<file path="config.mk">
export PLATFORM = sky130hd
export DESIGN_NAME = sprite_anim_renderer
export DESIGN_NICKNAME = d
export VERILOG_FILES = /design/src/rtl/sprite_anim_renderer.sv
export SDC_FILE = /design/constraint.sdc
export NUM_CORES = 1
export LEC_CHECK = 0
export CORE_UTILIZATION = 40
export DETAILED_ROUTE_END_ITERATION = 12
export PLACE_DENSITY = 0.72
export RECOVER_POWER = 50
export SLEW_MARGIN = 20
export SYNTH_ARGS = -nofsm -noshare
export SYNTH_HDL_FRONTEND = slang
export SYNTH_SLANG_ARGS = --single-unit
</file>
<file path="constraint.sdc">
create_clock -name vga_clk -period 4.65 [get_ports vga_clk]
set_input_delay 0.93 -clock vga_clk [delete_from_list [all_inputs] [get_ports vga_clk]]
set_output_delay 0.93 -clock vga_clk [all_outputs]
set_load 0.1 [all_outputs]
</file>
<file path="src/rtl/sprite_anim_renderer.sv">
// Positioned, animated, colour-keyed sprite renderer for the VGA pixel path.
// Two-stage pipeline: address/hit at DrawX/DrawY, ROM read, then palette/background mux.
module sprite_anim_renderer #(
  parameter int SPR_W           = 32,
  parameter int SPR_H           = 32,
  parameter int FRAMES          = 4,
  parameter int SCALE_SHIFT     = 1,
  parameter int IDX_W           = 3,
  parameter int TRANSPARENT_IDX = 0,
  parameter int FRAME_TICKS     = 8,
  parameter int ADDR_W          = $clog2(FRAMES * SPR_W * SPR_H),
  parameter int FRAME_W         = (FRAMES > 1) ? $clog2(FRAMES) : 1
) (
  input  logic               vga_clk,
  input  logic               Reset,
  input  logic [9:0]         DrawX,
  input  logic [9:0]         DrawY,
  input  logic               blank,
  input  logic               frame_start,
  input  logic [9:0]         PosX,
  input  logic [9:0]         PosY,
  input  logic               flip_h,
  input  logic               anim_en,
  input  logic               anim_restart,
  input  logic [3:0]         bg_red,
  input  logic [3:0]         bg_green,
  input  logic [3:0]         bg_blue,
  output logic [ADDR_W-1:0]  rom_address,
  input  logic [IDX_W-1:0]   rom_q,
  output logic [IDX_W-1:0]   pal_index,
  input  logic [3:0]         pal_red,
  input  logic [3:0]         pal_green,
  input  logic [3:0]         pal_blue,
  output logic [3:0]         red,
  output logic [3:0]         green,
  output logic [3:0]         blue,
  output logic [FRAME_W-1:0] anim_frame
);

  localparam int LXW    = $clog2(SPR_W);
  localparam int LYW    = $clog2(SPR_H);
  localparam int TICK_W = (FRAME_TICKS > 1) ? $clog2(FRAME_TICKS) : 1;
  localparam logic [10:0] SPAN_X = 11'(SPR_W << SCALE_SHIFT);
  localparam logic [10:0] SPAN_Y = 11'(SPR_H << SCALE_SHIFT);
  localparam logic [ADDR_W-1:0] FRAME_SZ = ADDR_W'(SPR_W * SPR_H);

  logic [9:0]        spos_x;
  logic [9:0]        spos_y;
  logic              sflip;
  logic [TICK_W-1:0] tick;

  logic [10:0]       dx;
  logic [10:0]       dy;
  logic              hit;
  logic [LXW-1:0]    lx_raw;
  logic [LXW-1:0]    lx;
  logic [LYW-1:0]    ly;
  logic [ADDR_W-1:0] frame_base;

  logic              hit1;
  logic              blank1;
  logic [3:0]        bg_r1;
  logic [3:0]        bg_g1;
  logic [3:0]        bg_b1;

  // Position/flip only change at frame_start so a frame never tears.
  always_ff @(posedge vga_clk) begin
    if (Reset) begin
      spos_x     <= '0;
      spos_y     <= '0;
      sflip      <= 1'b0;
      tick       <= '0;
      anim_frame <= '0;
    end else begin
      if (frame_start) begin
        spos_x <= PosX;
        spos_y <= PosY;
        sflip  <= flip_h;
      end
      if (anim_restart) begin
        tick       <= '0;
        anim_frame <= '0;
      end else if (frame_start && anim_en) begin
        if (tick == TICK_W'(FRAME_TICKS - 1)) begin
          tick <= '0;
          if (anim_frame == FRAME_W'(FRAMES - 1))
            anim_frame <= '0;
          else
            anim_frame <= anim_frame + 1'b1;
        end else begin
          tick <= tick + 1'b1;
        end
      end
    end
  end

  // 11-bit differences: bit 10 set means the pixel is left of / above the sprite.
  assign dx  = {1'b0, DrawX} - {1'b0, spos_x};
  assign dy  = {1'b0, DrawY} - {1'b0, spos_y};
  assign hit = ~dx[10] && (dx < SPAN_X) && ~dy[10] && (dy < SPAN_Y);

  assign lx_raw = dx[SCALE_SHIFT +: LXW];
  assign lx     = sflip ? ~lx_raw : lx_raw;
  assign ly     = dy[SCALE_SHIFT +: LYW];

  assign frame_base  = ADDR_W'(anim_frame) * FRAME_SZ;
  assign rom_address = hit ? frame_base + ADDR_W'({ly, lx}) : frame_base;
  assign pal_index   = rom_q;

  always_ff @(posedge vga_clk) begin
    if (Reset) begin
      hit1   <= 1'b0;
      blank1 <= 1'b0;
      bg_r1  <= '0;
      bg_g1  <= '0;
      bg_b1  <= '0;
    end else begin
      hit1   <= hit;
      blank1 <= blank;
      bg_r1  <= bg_red;
      bg_g1  <= bg_green;
      bg_b1  <= bg_blue;
    end
  end

  always_ff @(posedge vga_clk) begin
    if (Reset) begin
      red   <= '0;
      green <= '0;
      blue  <= '0;
    end else if (!blank1) begin
      red   <= '0;
      green <= '0;
      blue  <= '0;
    end else if (hit1 && (rom_q != IDX_W'(TRANSPARENT_IDX))) begin
      red   <= pal_red;
      green <= pal_green;
      blue  <= pal_blue;
    end else begin
      red   <= bg_r1;
      green <= bg_g1;
      blue  <= bg_b1;
    end
  end

endmodule

</file>
---- Yosys cells after proc, flatten, opt, wreduce, memory -nomap -nowiden ----
Cells that the tools add are included.
operators by class
  equality and inequality tests ........... 2
  reductions and logical operators ........ 9
  bitwise logic cells ..................... 4
  add/sub/neg operators ................... 5
  muxes and demuxes ....................... 7
  magnitude comparators ................... 2
operators by type and width
  cell                   count
  $lt A11 B7 Y1 const B  2
  $sub A10 B10 Y11       2
  $add A12 B10 Y12       1
  $mux W12               1
  $mux W4                3
  $logic_and A1 B1 Y1    5
  $mux W5                1
  $not A5 Y5             1
  $reduce_or A2 Y1       2
  $add A3 B1 Y3 const B  1
  $eq A3 B3 Y1 const B   1
  $mux W3                1
  $not A1 Y1             3
  $reduce_bool A3 Y1     1
  $add A2 B1 Y2 const B  1
  $eq A2 B2 Y1 const B   1
  $mux W2                1
  $reduce_and A2 Y1      1
storage, ports and cells
  output and inout port bits .............. 29
  register bits after elaboration ......... 52
  logic and storage cells ................. 42

---- Logic depth before layout (Yosys ltp) ----
  depth after elaboration ................. 6
  mapped depth ............................ 10

---- Least setup slack after synthesis ----
No wires, ideal clock.
  kind .................................... input port to output port
  from .................................... input DrawX[0]
  to ...................................... output rom_address[9]
  arrival ................................. 5.432 ns
  path slack .............................. -1.712 ns
  data required time ...................... 3.720 ns
  stages on the path ...................... 8
  cell sequence ........................... nand2b_1 -> fa_1 -> nand3_1 -> a21oi_1 -> o311ai_1 -> nand4b_1 -> or4_4 -> nor4_1
on the way
  word-level cells in the longest chain between the ends .. 6
  elaborated cells on any way between the ends .. 10
  classes of those cells .................. 2 x add/sub; 1 x order compare; 2 x mux; 2 x bitwise; 3 x reduce/logical
RTL lines
  element                                      line  source
  start: declaration                           16    input logic [9:0] DrawX,
  $sub A10 B10 Y11 (*)                         98    assign dx = {1'b0, DrawX} - {1'b0, spos_x};
  $lt A11 B7 Y1 or $not A1 Y1 (tied branches)  100   assign hit = ~dx[10] && (dx < SPAN_X) && ~dy[10] && (dy < SPAN_Y);
  $logic_and A1 B1 Y1 (3 in a row)             100
  $mux W12 (*)                                 107   assign rom_address = hit ? frame_base + ADDR_W'({ly, lx}) : frame_base;
  end: declaration                             28    output logic [ADDR_W-1:0] rom_address,
Mark *: on every way between the ends. The rest lies on a longest branch, timed or not.

---- Worst setup path in the final report ----
  from .................................... input DrawX[6]
  to ...................................... output rom_address[2]
on the way
  word-level cells in the longest chain between the ends .. 6
  elaborated cells on any way between the ends .. 7
  classes of those cells .................. 1 x add/sub; 1 x order compare; 1 x mux; 1 x bitwise; 3 x reduce/logical
RTL lines
  element                                      line
  $sub A10 B10 Y11 (*)                         98
  $lt A11 B7 Y1 or $not A1 Y1 (tied branches)  100
  $logic_and A1 B1 Y1 (*) (3 in a row)         100
  $mux W12 (*)                                 107
Marked as above.

==> flow_summary.ini <==
[detailed_routing]
drt_iter0_markers = 91
drt-total-wl_mm = 7.49
drt-vias-per-instance = 5.03
drc_errors = 0
firstDrtPassIters = 4
vias = 2645
wire_per_inst_um = 14.2
ant_nets = 0

[sta]
maxSlewHeadroom = -0.219
fin_crit_sh = 0.988
setup-violations-final = 0
hold_viol = 0
tightest_slew_ns = 1.83
holdWs_ns = 0.478
fmax_ghz = 0.218
fin_ws_ns = 0.0579
rsz0062_at_grt = yes
fin_crit_ns = 4.59
clock_skew_ns = 0.00792
tns_ns = 0
report.final.slew_viol_count = 42

[pwr]
p_per_area_mw_per_mm2 = 257
p_leak_nw = 1.84
peakVddDrop_v = 0.000135
combPwrFrac = 0.321
pwr-share-clk = 0.271
pwr-share-seq = 0.408
switching_share = 0.314
p_int_w = 0.000795
switchingPower_w = 0.000365

[cts]
numCtsBuffers = 5
clkLatencyLatePin_ns = 0.31
cts.sinks = 52
root_buffer = clkbuf_8
cts.clk_slew.worst_paths_ns = 0.09
cts_hold_buf = 0
cts_htree_levels = 2
clockBufferDepth = 2
cts_tree = yes

[synthesis]
syn-mean-instance-area_um2 = 9.23
synth_fp_nets = 424
yosysSeqAreaShare = 0.345
async_flop_share = 0
synth-edff-count = 0
ys_types = 52
synth_flop_cell = dfxtp_1
synth_area_leaders = dfxtp_1 34%, mux2i_1 12%, ha_1 8.7%, nor2_1 5.0%, nor4_2 3.7%
synth_common_cells = 52 x dfxtp_1, 40 x nor2_1, 36 x mux2i_1
synth.most_common_cell = dfxtp_1
yosysWarnings = 0
syn-cell-area_mm2 = 0.00302
synth_top_area_frac = 0.345
yosys.area.top_type = dfxtp_1
ys_seq_elements = 52
netlist_instances = 327

[layout]
n_antenna_cell = 0
num-nets-final = 523
area_delta_synth_final_pct = 49.8
fillerInstances = 660
stdcell_area_mm2 = 0.00452
drive_above_1_share = 0.152
final_cells = 526

[worst_setup_path]
arrival_ns = 3.66
crit_required_ns = 3.72
slowest_stage = or4_4
worstPathMaxFanout = 6
crit_type = in2out
path_cells = clkdlybuf4s50_1 -> ha_4 -> a21o_1 -> o311ai_1 -> nand4b_1 -> or4_4 -> nor4_4 -> buf_12
critPathLaunchType = primary input
slowest_delay_ns = 0.70
endpoint_kind = primary output

[placement]
place_ws_ns = -0.0346
hpwl_mm = 5.69
post-place-cells = 516
placed_area_mm2 = 0.00429
port_buffers = 102
gp_congestion = 0.853

[floorplan]
die_w_um = 88.9
num_rows = 31
die_area_mm2 = 0.00790
io_pins = 103
fp.coreArea_mm2 = 0.00729
die_h_um = 88.9
start_util = 0.414

[global_routing]
grt_pass1_vias = 2608
top_usage_layer = met2
use_met1 = 0.234
grtUsageMet3 = 0.0569
grt_max_degree = 42
grt_util_met2 = 0.345
globalRouteTotalUtil = 0.196
grt_pass1_wl_mm = 11.9
grt_antenna_before_repair = 0
gr-total-overflow = 0

[flow_run]
cap_violations = 1

[min_path]
hold_path.class = reg2reg

[outcome]
outcome = finished, violations left
violations = max-capacitance violations, max-slew violations
critical path, delay by kind of cell:
family,cells,cell delay [ns]
adders and majority gates,1,0.24
AOI/OAI and AO/OA,2,0.50
buffers and inverters,2,0.73
and+or+nand+nor,3,1.26
cell families after synthesis:
group	share of synthesized area
muxes	0.123
AOI/OAI and AO/OA	0.127
and+or+nand+nor	0.191
buffers and inverters	0.0726
DFF	0.345
adders and majority gates	0.100
xor gates and xnor gates	0.0406
registers in the layout, summed over array words and instances, names as in the netlist:
name,count
hit1,1
blue,4
spos_y,10
sflip,1
bg_b1,4
anim_frame,2
bg_g1,4
tick,3
bg_r1,4
blank1,1
spos_x,10
red,4
green,4
worst paths after layout:
path | from | end | slack (ns) | depth (start not counted)
setup / recovery | DrawX[6] | rom_address[2] | 0.06 | 8
hold / removal | bg_b1[1]$_SDFF_PP0_ | blue[1]$_SDFF_PP0_ | 0.48 | 2
setup reg to reg | spos_x[0]$_SDFFE_PP0P_ | hit1$_SDFF_PP0_ | 2.30 | 8
hold reg to reg | bg_b1[1]$_SDFF_PP0_ | blue[1]$_SDFF_PP0_ | 0.48 | 2
through the flow:
stage	utilization	power [W]
2_1_floorplan	-	0.000725
3_3_place_gp	0.589	0.000831
3_5_place_dp	0.589	0.000833
4_1_cts	0.604	0.00115
5_1_grt	0.620	0.00122
6_report	0.620	0.00116
power by group through the flow:
stage | clock network, W | registers (W) | logic (W)
after floorplan | 0 | 0.000492 | 0.000233
after global placement | 0 | 0.000482 | 0.000349
after detailed placement | 0 | 0.000483 | 0.000350
after CTS | 0.000326 | 0.000473 | 0.000353
after global routing | 0.000342 | 0.000476 | 0.000403
final | 0.000314 | 0.000473 | 0.000373
timing repair:
| action | in CTS | in global routing |
|---|---|---|
| cloned | 0 | 1 |
| setup endpoints to repair | 8 | 10 |
| resized for setup | 0 | 19 |
| pin swaps | 1 | 11 |
| buffers inserted | 0 | 1 |
cell usage in the layout, fill, tap and decap left out, drive strengths merged, types with 2 or more instances in the layout:
| cell | instances |
|---|---|
| xnor2 | 11 |
| clkdlybuf4s50 | 86 |
| or4 | 2 |
| a31oi | 3 |
| a211oi | 4 |
| ha | 21 |
| nand3 | 6 |
| nor2b | 17 |
| o211ai | 2 |
| a21o | 6 |
| clkbuf | 6 |
| nor4 | 12 |
| dlymetal6s2s | 2 |
| xor2 | 3 |
| dfxtp | 52 |
| buf | 23 |
| inv | 24 |
| nor2 | 40 |
| o21ai | 10 |
| fa | 2 |
| o21bai | 2 |
| nand2b | 3 |
| a31o | 2 |
| nor3 | 8 |
| nand2 | 6 |
| or3 | 2 |
| a21oi | 14 |
| mux2i | 36 |
final cells by class:
| type | count | area, um^2 | share of cell area |
|---|---|---|---|
| timing repair buffer | 113 | 1200 | 0.265 |
| clock buffer | 5 | 68.8 | 0.0152 |
| tap | 99 | 124 | 0.0274 |
| sequential | 52 | 1040 | 0.230 |
| inverter | 24 | 90.1 | 0.0199 |
| multi-input combinational | 230 | 1960 | 0.433 |
| clock inverter | 3 | 42.5 | 0.00941 |
layer usage:
metal,wire length [um],share of wire,vias up
li1,-,-,1338
met1,3150,0.42,1192
met2,3620,0.48,109
met3,647,0.086,6
met4,74,0.0099,0
met5,0,0,-
Power figures use the tool's default switching activity.
